### src/rtl/alu_issue_pkg.sv
// Shared types and constants for the ALU issue unit: FSM states, flag bit
// positions and ALU FunSel opcodes.
package alu_issue_pkg;

   typedef enum logic [2:0] {
      ST_IDLE = 3'd0,
      ST_EXEC = 3'd1,
      ST_RES  = 3'd2,
      ST_FLG  = 3'd3,
      ST_HOLD = 3'd4
   } state_t;

   localparam int unsigned FLAG_Z = 3;
   localparam int unsigned FLAG_C = 2;
   localparam int unsigned FLAG_N = 1;
   localparam int unsigned FLAG_V = 0;

   localparam logic [4:0] FS_ADD32 = 5'b10100;
   localparam logic [4:0] FS_ADC32 = 5'b10101;
   localparam logic [4:0] FS_SUB32 = 5'b10110;

   typedef struct packed {
      logic [4:0]  funsel;
      logic [31:0] a;
      logic [31:0] b;
      logic        cin;
      logic [3:0]  tag;
   } op_t;

endpackage

### src/rtl/alu_issue_unit.sv
// Issues one operation at a time to an external ALU, captures its result and
// flags, and holds the response until the consumer accepts it.
module alu_issue_unit
   import alu_issue_pkg::*;
(
   input  logic        clock,
   input  logic        reset,
   input  logic        req_valid,
   output logic        req_ready,
   input  logic [4:0]  req_funsel,
   input  logic [31:0] req_a,
   input  logic [31:0] req_b,
   input  logic        req_cin,
   input  logic        req_cin_sel,
   input  logic [3:0]  req_tag,
   output logic [31:0] alu_a,
   output logic [31:0] alu_b,
   output logic [4:0]  alu_funsel,
   output logic        alu_cin,
   input  logic [31:0] alu_out,
   input  logic [3:0]  alu_flags,
   output logic        rsp_valid,
   input  logic        rsp_ready,
   output logic [31:0] rsp_data,
   output logic [3:0]  rsp_flags,
   output logic [3:0]  rsp_tag,
   output logic [3:0]  flags_q,
   output logic [15:0] ops_done
);

   state_t      state_q, state_d;
   op_t         op_q, op_d;
   logic [31:0] rsp_data_q, rsp_data_d;
   logic [3:0]  rsp_flags_q, rsp_flags_d;
   logic [3:0]  flags_d;
   logic [15:0] ops_done_q, ops_done_d;
   logic        accept;

   always_comb begin
      // Gated by reset so nothing looks acceptable while the unit is held in reset.
      req_ready   = reset & ((state_q == ST_IDLE) | ((state_q == ST_HOLD) & rsp_ready));
      accept      = req_valid & req_ready;
      state_d     = state_q;
      op_d        = op_q;
      rsp_data_d  = rsp_data_q;
      rsp_flags_d = rsp_flags_q;
      flags_d     = flags_q;
      ops_done_d  = ops_done_q;

      case (state_q)
         ST_IDLE: if (accept) state_d = ST_EXEC;
         ST_EXEC: state_d = ST_RES;
         ST_RES: begin
            state_d    = ST_FLG;
            rsp_data_d = alu_out;
         end
         ST_FLG: begin
            state_d     = ST_HOLD;
            rsp_flags_d = alu_flags;
            flags_d     = alu_flags;
            ops_done_d  = ops_done_q + 16'd1;
         end
         ST_HOLD: if (rsp_ready) state_d = accept ? ST_EXEC : ST_IDLE;
         default: state_d = ST_IDLE;
      endcase

      // In HOLD, flags_q already carries the completing op's flags.
      if (accept) begin
         op_d.funsel = req_funsel;
         op_d.a      = req_a;
         op_d.b      = req_b;
         op_d.cin    = req_cin_sel ? flags_q[FLAG_C] : req_cin;
         op_d.tag    = req_tag;
      end
   end

   always_ff @(posedge clock or negedge reset) begin
      if (!reset) begin
         state_q     <= ST_IDLE;
         op_q        <= '0;
         rsp_data_q  <= '0;
         rsp_flags_q <= '0;
         flags_q     <= '0;
         ops_done_q  <= '0;
      end else begin
         state_q     <= state_d;
         op_q        <= op_d;
         rsp_data_q  <= rsp_data_d;
         rsp_flags_q <= rsp_flags_d;
         flags_q     <= flags_d;
         ops_done_q  <= ops_done_d;
      end
   end

   assign alu_a      = op_q.a;
   assign alu_b      = op_q.b;
   assign alu_funsel = op_q.funsel;
   assign alu_cin    = op_q.cin;
   assign rsp_valid  = (state_q == ST_HOLD);
   assign rsp_data   = rsp_data_q;
   assign rsp_flags  = rsp_flags_q;
   assign rsp_tag    = op_q.tag;
   assign ops_done   = ops_done_q;

endmodule
### config.mk
export PLATFORM = sky130hd
export DESIGN_NAME = alu_issue_unit
export DESIGN_NICKNAME = d
export VERILOG_FILES = /design/src/rtl/alu_issue_pkg.sv /design/src/rtl/alu_issue_unit.sv
export SDC_FILE = /design/constraint.sdc
export NUM_CORES = 1
export LEC_CHECK = 0
export ABC_AREA = 1
export CAP_MARGIN = 10
export CORE_ASPECT_RATIO = 0.75
export CORE_MARGIN = 4
export CORE_UTILIZATION = 41
export CTS_CLUSTER_DIAMETER = 80
export DETAILED_ROUTE_END_ITERATION = 10
export MAX_ROUTING_LAYER = met4
export PLACE_DENSITY = 0.81
export SYNTH_ARGS = -nofsm -noshare
export SYNTH_HDL_FRONTEND = slang
export SYNTH_SLANG_ARGS = --single-unit
### constraint.sdc
create_clock -name clock -period 2.1 [get_ports clock]
set_clock_uncertainty 0.15 [all_clocks]
set_input_delay 0.21 -clock clock [delete_from_list [all_inputs] [get_ports clock]]
set_output_delay 0.21 -clock clock [all_outputs]
set_load 0.02 [all_outputs]
# Yosys cells after proc, flatten, opt, wreduce, memory -nomap -nowiden
# Cells that the tools add are included.
totals:
  out_inout_bits: 132
  elab_cells: 27
  input_bits: 115
  register_bits: 129
classes:
  n_mux: 5
  bitwise_logic: 4
  n_eq_ne: 6
  reduce_logical: 2
  addsub: 1
op_table:
  columns: ["cell", "n"]
  rows:
  - ["adder 16 x 1 -> 16 bit (second input constant)", 1]
  - ["one-hot mux 3 bit (5 select lines)", 1]
  - ["== test 3 x 2 -> 1 bit (second input constant)", 2]
  - ["2-to-1 mux 3 bit", 2]
  - ["AND 1 bit", 3]
  - ["== test 3 x 1 -> 1 bit (second input constant)", 1]
  - ["== test 3 bit (second input constant)", 1]
  - ["logical NOT 3 bit", 1]
  - ["2-to-1 mux 1 bit", 2]
  - ["!= test 2 x 1 -> 1 bit (second input constant)", 1]
  - ["!= test 2 bit (second input constant)", 1]
  - ["AND reduction 2 bit", 1]
  - ["OR 1 bit", 1]

# Logic depth before layout (Yosys ltp)
# Gate-level depths: netlist (run 1).
logic_depth:
  ltp_word: 8
  ltp_mapped: 9

# Least setup slack after synthesis (run 1)
# Ideal clock, no wire load.
synth_timing:
  kind: "register to register"
  from: "register state_q[0]"
  to: "register op_q, in the netlist alu_a[0]"
  path_stages_with_launch: 8
  arrival_ps: 1342
  synth_period_minus_slack_ps: 1609
  path_slack_ps: 491
  path_buffers: 2
  required_ps: 1834
  path_cell_list: "dfrtp_1 or2_4 nor2_4 nand2_2 buf_4 buf_2 nand2_1 nand2_1"
synth_between:
  elab_chain_cells: 5
  word_cells_on_any_way: 6
synth_rtl:
  columns: ["element", "line_no", "rtl"]
  rows:
  - ["start: declaration", "alu_issue_unit.sv:31", "state_t state_q, state_d;"]
  - ["start signal: assignment", "alu_issue_unit.sv:86", "state_q <= state_d;"]
  - ["== test 3 bit", "alu_issue_unit.sv:41", "req_ready = reset & ((state_q == ST_IDLE) | ((state_q == ST_HOLD) & rsp_ready));"]
  - ["AND 1 bit", "alu_issue_unit.sv:41", null]
  - ["OR 1 bit (*)", "alu_issue_unit.sv:41", null]
  - ["AND 1 bit (*)", "alu_issue_unit.sv:41", null]
  - ["net req_ready", "alu_issue_unit.sv:9", "output logic req_ready,"]
  - ["AND 1 bit (*)", "alu_issue_unit.sv:42", "accept = req_valid & req_ready;"]
  - ["end signal: assignment", "alu_issue_unit.sv:87", "op_q <= op_d;"]
  - ["end: declaration", "alu_issue_unit.sv:32", "op_t op_q, op_d;"]
# The timed path passes the listed nets; every way through them passes the cells marked *.
# A chain may end at the register's enable or synchronous reset.

# Final worst setup path (run 1)
layout_timing:
  from: "register state_q[0]"
  to: "register op_q, in the netlist alu_a[1]"
layout_between:
  elab_chain_cells: 5
  word_cells_on_any_way: 6
layout_rtl:
  columns: ["element", "line_no"]
  rows:
  - ["== test 3 bit", "alu_issue_unit.sv:41"]
  - ["AND 1 bit", "alu_issue_unit.sv:41"]
  - ["OR 1 bit (*)", "alu_issue_unit.sv:41"]
  - ["AND 1 bit (*)", "alu_issue_unit.sv:41"]
  - ["AND 1 bit (*)", "alu_issue_unit.sv:42"]
# Mark *: on every way between the ends. The rest lies on a longest branch, timed or not.

==> impl_metrics.env, run 1 <==
export IMPL_status="complete, no violations"
export IMPL_route_detailed_drc=0
export IMPL_yosys_warnings=0
export IMPL_via_per_inst=4.62
export IMPL_grt_antenna_before_repair=0
export IMPL_clockBufferDepth=2
export IMPL_nets=881
export IMPL_p_int_uw=8600
export IMPL_cap_violations=0
export IMPL_h_tree_depth=4
export IMPL_area_growth_pct=63.0
export IMPL_whs_path_depth=3
export IMPL_swShare_pct=35.4
export IMPL_slew_viol_final=0
export IMPL_period_share_pct=90.6
export IMPL_worst_setup_path_end_kind="flop"
export IMPL_synth_area_um2=5120
export IMPL_cp_arrival_ns=2.09
export IMPL_grt_setup_unrepaired="no"
export IMPL_synth_top_area_share_pct=63.0
export IMPL_synth_area_leaders="dfrtp_1 63%, nand2_1 20%, mux2_2 7.3%, buf_6 1.5%, inv_1 1.1%"
export IMPL_max_freq_ghz=0.526
export IMPL_gr_total_overflow=0
export IMPL_n_antenna_cell=0
export IMPL_p_comb_share_pct=43.9
export IMPL_p_clk_share_pct=24.3
export IMPL_synth_flop_cell="dfrtp_1"
export IMPL_finalInstanceArea_um2=8350
export IMPL_async_flop_share_pct=100
export IMPL_ys_seq_area_share_pct=63.0
export IMPL_grt_max_degree=130
export IMPL_drive_above_1_share_pct=9.77
export IMPL_critPathKind="flop to flop"
export IMPL_dieWidth_um=137
export IMPL_antenna_left=0
export IMPL_start_util_pct=41.8
export IMPL_cts_buffers=17
export IMPL_grtUsageMet3_pct=6.11
export IMPL_core_area_um2=12300
export IMPL_ir_worst_vdd_mv=0.961
export IMPL_synthCells=518
export IMPL_die_h_um=105
export IMPL_syn_nets=634
export IMPL_p_switching_uw=4710
export IMPL_r2r_cells=7
export IMPL_wl_um=14600
export IMPL_syn_avg_cell_area_um2=9.89
export IMPL_cts_tree="yes"
export IMPL_root_buffer="clkbuf_16"
export IMPL_vias=4361
export IMPL_hold_viol_final=0
export IMPL_io_pins=247
export IMPL_portBuffers=246
export IMPL_cp_max_fo=52
export IMPL_clk_pin_slew_ns=0.06
export IMPL_cts_sinks=129
export IMPL_yosysUniqueCellTypes=24
export IMPL_relSlewSlack_pct=52.1
export IMPL_place_congestion=0.789
export IMPL_synth_top_area_cell="dfrtp_1"
export IMPL_seq_power_share_pct=31.8
export IMPL_crit_required_ns=2.29
export IMPL_grt_total_usage_pct=21.2
export IMPL_grt_pass1_wl_um=23100
export IMPL_layout_min_cycle_time_ns=1.90
export IMPL_met2_usage_pct=35.9
export IMPL_post_synth_top_count_cell="nand2_1"
export IMPL_insertion_delay_ns=0.40
export IMPL_worstMarginPinSlew_ns=0.719
export IMPL_placed_area_um2=7690
export IMPL_synth_edf_count=0
export IMPL_dpl_hpwl_um=10600
export IMPL_finalSetupTns_ns=0
export IMPL_drtIter0Drc=177
export IMPL_grt_pass1_vias=4612
export IMPL_rows=35
export IMPL_power_density_nw_per_um2=1590
export IMPL_top_usage_layer="met2"
export IMPL_start_kind="flop"
export IMPL_firstDrtPassIters=4
export IMPL_die_area_um2=14400
export IMPL_grt_met1_usage_pct=24.3
export IMPL_routedWlPerCell_um=15.5
export IMPL_synth_common_cells="275 x nand2_1, 129 x dfrtp_1, 33 x mux2_2, 15 x inv_1, 13 x nor2_1"
export IMPL_synth_seq_cells=129
export IMPL_hp_class="primary input to flop"
export IMPL_leakagePower_uw=0.00393
export IMPL_setup_violations=0
power groups by stage:
| stage | Sequential, uW | Clock [uW] | Combinational [uW] |
|---|---|---|---|
| finish | 4230 | 3230 | 5840 |
| detailed placement | 4260 | 0 | 5910 |
| global placement | 4190 | 0 | 5760 |
| CTS | 4240 | 3300 | 5930 |
| floorplan | 5480 | 0 | 1720 |
| global route | 4370 | 3410 | 6270 |
cell type report:
type	count	area, um2
multi-input combinational	349	1660
tap	166	208
timing repair buffer	252	2540
inverter	16	60.1
clock buffer	20	447
fill	906	3910
sequential	129	3230
clock inverter	12	205
layout by cell type, fill, tap and decap left out, drive strengths merged:
cell             n
bufinv           5
clkinvlp         2
dlygate4sd3      1
dfrtp          129
nand2          276
nand3b           1
mux2            33
xnor2            5
clkbuf          20
o21ai            2
clkdlybuf4s50  243
clkinv           3
ha               1
nor2            16
xor2             5
nor3             1
nand3            5
or2              1
inv             18
dlygate4sd2      2
o31ai            1
buf              6
nand4            2
cell families (layout without fill, tap and decap cells):
| family | count (synthesis) | after routing | share of synthesized area, % |
|---|---|---|---|
| simple gates | 302 | 302 | 22.8 |
| flops | 129 | 129 | 63.0 |
| buf+inv | 40 | 300 | 4.57 |
| mux | 33 | 33 | 7.25 |
| xor+xnor | 10 | 10 | 1.71 |
| compound gates | 3 | 3 | 0.415 |
| fa+ha+maj | 1 | 1 | 0.244 |
path summary, 6_finish.rpt:
path,endpoint,start,slack (ns)
max,alu_a[1]$_DFFE_PN0P_,state_q[0]$_DFFE_PN0P_,0.20
min,alu_a[26]$_DFFE_PN0P_,req_a[26],0.20
max reg2reg,alu_a[1]$_DFFE_PN0P_,state_q[0]$_DFFE_PN0P_,0.20
min reg2reg,alu_funsel[2]$_DFFE_PN0P_,alu_funsel[2]$_DFFE_PN0P_,0.33
max in group asynchronous,alu_b[1]$_DFFE_PN0P_,reset,0.89
min in group asynchronous,alu_a[4]$_DFFE_PN0P_,reset,0.33
state kept, by name, summed over array words and instances, names as in the netlist:
name and count:
alu_a 32, alu_b 32, rsp_data 32, ops_done 16
alu_funsel 5, rsp_flags 4, rsp_tag 4, state_q 3
alu_cin 1
metal layers:
layer  part of all wire [%]  vias to the layer above
li1                       -                     2084
met1                     40                     2084
met2                     51                      172
met3                    7.6                       21
met4                    1.6                        0
met5                      0                        -
through the flow:
stage                     power, uW  hold slack (ns)  worst slack, ns  utilization, %  cells
after floorplan                7210           -0.236            0.491               -    518
after global placement         9950            0.263            0.154            62.7    911
after detailed placement      10200            0.277           0.0786            62.7    911
after CTS                     13500            0.180            0.179            68.1    944
after global routing          14000            0.196           0.0952            68.1    944
final                         13300            0.195            0.198            68.1    944
critical path, stage by stage (launching register included):
cell     delay (ns)
dfrtp_1        0.39
or2_4          0.28
nor2_4         0.11
nand2_2        0.09
inv_2          0.32
buf_12         0.30
nand2_1        0.11
nand2_1        0.07
timing repair:
item                                    in CTS  in global routing
endpoints found under the hold margin      129                  0
gates resized for setup                      2                  0
buffers inserted                             0                  0
hold buffers                                 1                  0
endpoints found under the setup margin       2                  0
Note: power is estimated with default switching activity, not from simulation.
==> run 2: changes to the inputs <==
Settings changed: CORE_UTILIZATION 41 to 30, PLACE_DENSITY 0.81 to not set.
==> run 2 against run 1 <==
Net effect:
- count of clock-buffer cells in the layout unchanged
- register-to-register slack improved by 0.08 ns
- critical endpoint is now req_ready
- clock power rose by 3%
- power grew 0.78%
- design area up 1.3%
- critical path type is now flop to primary output
- non-clock buffer count up 2
- worst setup slack got worse by 0.038 ns
- cell count is 5.4% higher
- routed wire length rose by 2.4%
==> impl_metrics.env, run 2 (synthesis results as in run 1) <==
export IMPL_fill_cells=1538
export IMPL_clockBufferDepth=2
export IMPL_setup_violations=0
export IMPL_start_kind="flop"
export IMPL_p_clk_share_pct=24.7
export IMPL_power_density_nw_per_um2=1580
export IMPL_antenna_left=0
export IMPL_vias=4294
export IMPL_ir_worst_vdd_mv=0.652
export IMPL_gr_total_overflow=0
export IMPL_leakagePower_uw=0.00395
export IMPL_cts_buffers=17
export IMPL_worst_setup_path_end_kind="primary output"
export IMPL_ff2ff_setup_slack_ns=0.28
export IMPL_grt_antenna_before_repair=0
export IMPL_die_h_um=121
export IMPL_grt_pass1_wl_um=23700
export IMPL_seq_power_share_pct=31.4
export IMPL_drive_above_1_share_pct=10.3
export IMPL_dpl_hpwl_um=10900
export IMPL_io_pins=247
export IMPL_p_int_uw=8700
export IMPL_cts_sinks=129
export IMPL_p_switching_uw=4720
export IMPL_dieWidth_um=159
export IMPL_via_per_inst=4.32
export IMPL_final_cell_mix="275 x nand2_1, 243 x clkdlybuf4s50_1, 129 x dfrtp_1"
export IMPL_cp_max_fo=4
export IMPL_die_area_um2=19300
export IMPL_cpMaxStageDelayCell="dfrtp_1"
export IMPL_area_growth_pct=65.2
export IMPL_insertion_delay_ns=0.41
export IMPL_root_buffer="clkbuf_16"
export IMPL_worstMarginPinSlew_ns=0.762
export IMPL_drtIter0Drc=207
export IMPL_core_area_um2=16800
export IMPL_hold_viol_final=0
export IMPL_grt_total_usage_pct=16.2
export IMPL_nets=883
export IMPL_cts_tree="yes"
export IMPL_routedWlPerCell_um=15.0
export IMPL_finalSetupTns_ns=0
export IMPL_grt_setup_unrepaired="no"
export IMPL_relSlewSlack_pct=49.2
export IMPL_fin_ws_ns=0.160
export IMPL_grt_max_degree=130
export IMPL_p_comb_share_pct=43.8
export IMPL_max_freq_ghz=0.516
export IMPL_status="complete, no violations"
export IMPL_slew_viol_final=0
export IMPL_rows=41
export IMPL_firstDrtPassIters=4
export IMPL_crit_required_ns=1.74
export IMPL_critPathBufInv=1
export IMPL_wl_um=15000
export IMPL_start_util_pct=30.6
export IMPL_final_common_cell="nand2_1"
export IMPL_cpPeakStageDelay_ns=0.39
export IMPL_post_place_ws_ns=0.156
export IMPL_route_detailed_drc=0
export IMPL_path_delay_family="simple AND/OR/NAND/NOR gates"
export IMPL_critPathKind="flop to primary output"
export IMPL_period_share_pct=92.4
export IMPL_grt_pass1_vias=4414
export IMPL_n_antenna_cell=0
export IMPL_cp_arrival_ns=1.58
export IMPL_clk_pin_slew_ns=0.06
export IMPL_layout_min_cycle_time_ns=1.94
export IMPL_h_tree_depth=4
export IMPL_hp_class="primary input to flop"
export IMPL_cap_violations=0
export IMPL_place_congestion=0.808
export IMPL_swShare_pct=35.2
export IMPL_portBuffers=246
export IMPL_post_route_util_pct=50.5
export IMPL_crit_path_cell_trace="or2_4, nor2_4, dlygate4sd2_1"
## run 2: cell types whose count changed in the layout (fill, tap and decap cells not counted)
cell	before	now
clkbuf_8	1	3
inv_6	2	1
buf_6	0	1
clkbuf_1	2	0
buf_12	3	4
clkinvlp_4	2	3
## run 2: final cells by class
| type | count | area, um2 | area share (%) |
|---|---|---|---|
| Timing Repair Buffer | 254 | 2570 | 30.4 |
| Multi-Input combinational cell | 349 | 1660 | 19.6 |
| Clock inverter | 12 | 204 | 2.41 |
| Inverter | 16 | 60.1 | 0.710 |
| Tap cell | 215 | 269 | 3.18 |
| Clock buffer | 20 | 467 | 5.51 |
| Sequential cell | 129 | 3230 | 38.1 |
## run 2: per-stage QoR
stage	cell area (um2)	power, uW	hold slack, ns	instances
4_1_cts	8460	13600	0.154	995
5_1_grt	8460	14200	0.157	995
3_5_place_dp	7790	10200	0.263	962
6_report	8460	13400	0.181	995
3_3_place_gp	7790	10100	0.262	962
2_1_floorplan	5120	7210	-0.236	518
## run 2: path summary, 6_finish.rpt
check | start | end | cells after the start
setup reg to reg | state_q[0]$_DFFE_PN0P_ | alu_b[14]$_DFFE_PN0P_ | 7
max in group asynchronous | reset | alu_b[17]$_DFFE_PN0P_ | 3
hold / removal | req_b[11] | alu_b[11]$_DFFE_PN0P_ | 3
min in group asynchronous | reset | state_q[1]$_DFFE_PN0P_ | 3
setup / recovery | state_q[0]$_DFFE_PN0P_ | req_ready | 3
hold reg to reg | alu_b[17]$_DFFE_PN0P_ | alu_b[17]$_DFFE_PN0P_ | 2
## run 2: per-layer routing
layer	up-vias	share of wire, %	track usage [%]	wire, um
li1	2093	-	-	-
met1	2022	44	19.9	6510
met2	165	46	24.3	6950
met3	14	8.7	7.13	1300
met4	0	1.3	4.88	189
met5	-	0	-	0
## run 2: worst reg2reg max path, delay by kind of cell, from the launching register on
family,cells,cell delay (ns)
DFF,1,0.39
buffers and inverters,2,0.48
and+or+nand+nor,5,0.73
## run 2: power groups by stage
| stage | clock (uW) | sequential [uW] | combinational (uW) |
|---|---|---|---|
| floorplan | 0 | 5480 | 1720 |
| global placement | 0 | 4200 | 5900 |
| detailed placement | 0 | 4240 | 5960 |
| CTS | 3400 | 4230 | 5970 |
| global route | 3540 | 4370 | 6280 |
| finish | 3320 | 4210 | 5880 |
## run 2: what timing repair did
action                                 in CTS  in global routing
setup buffers                               0                  0
hold buffers                                1                  0
endpoints found under the hold margin     129                  0
resized for setup                           2                  0
setup endpoints to repair                   2                  0
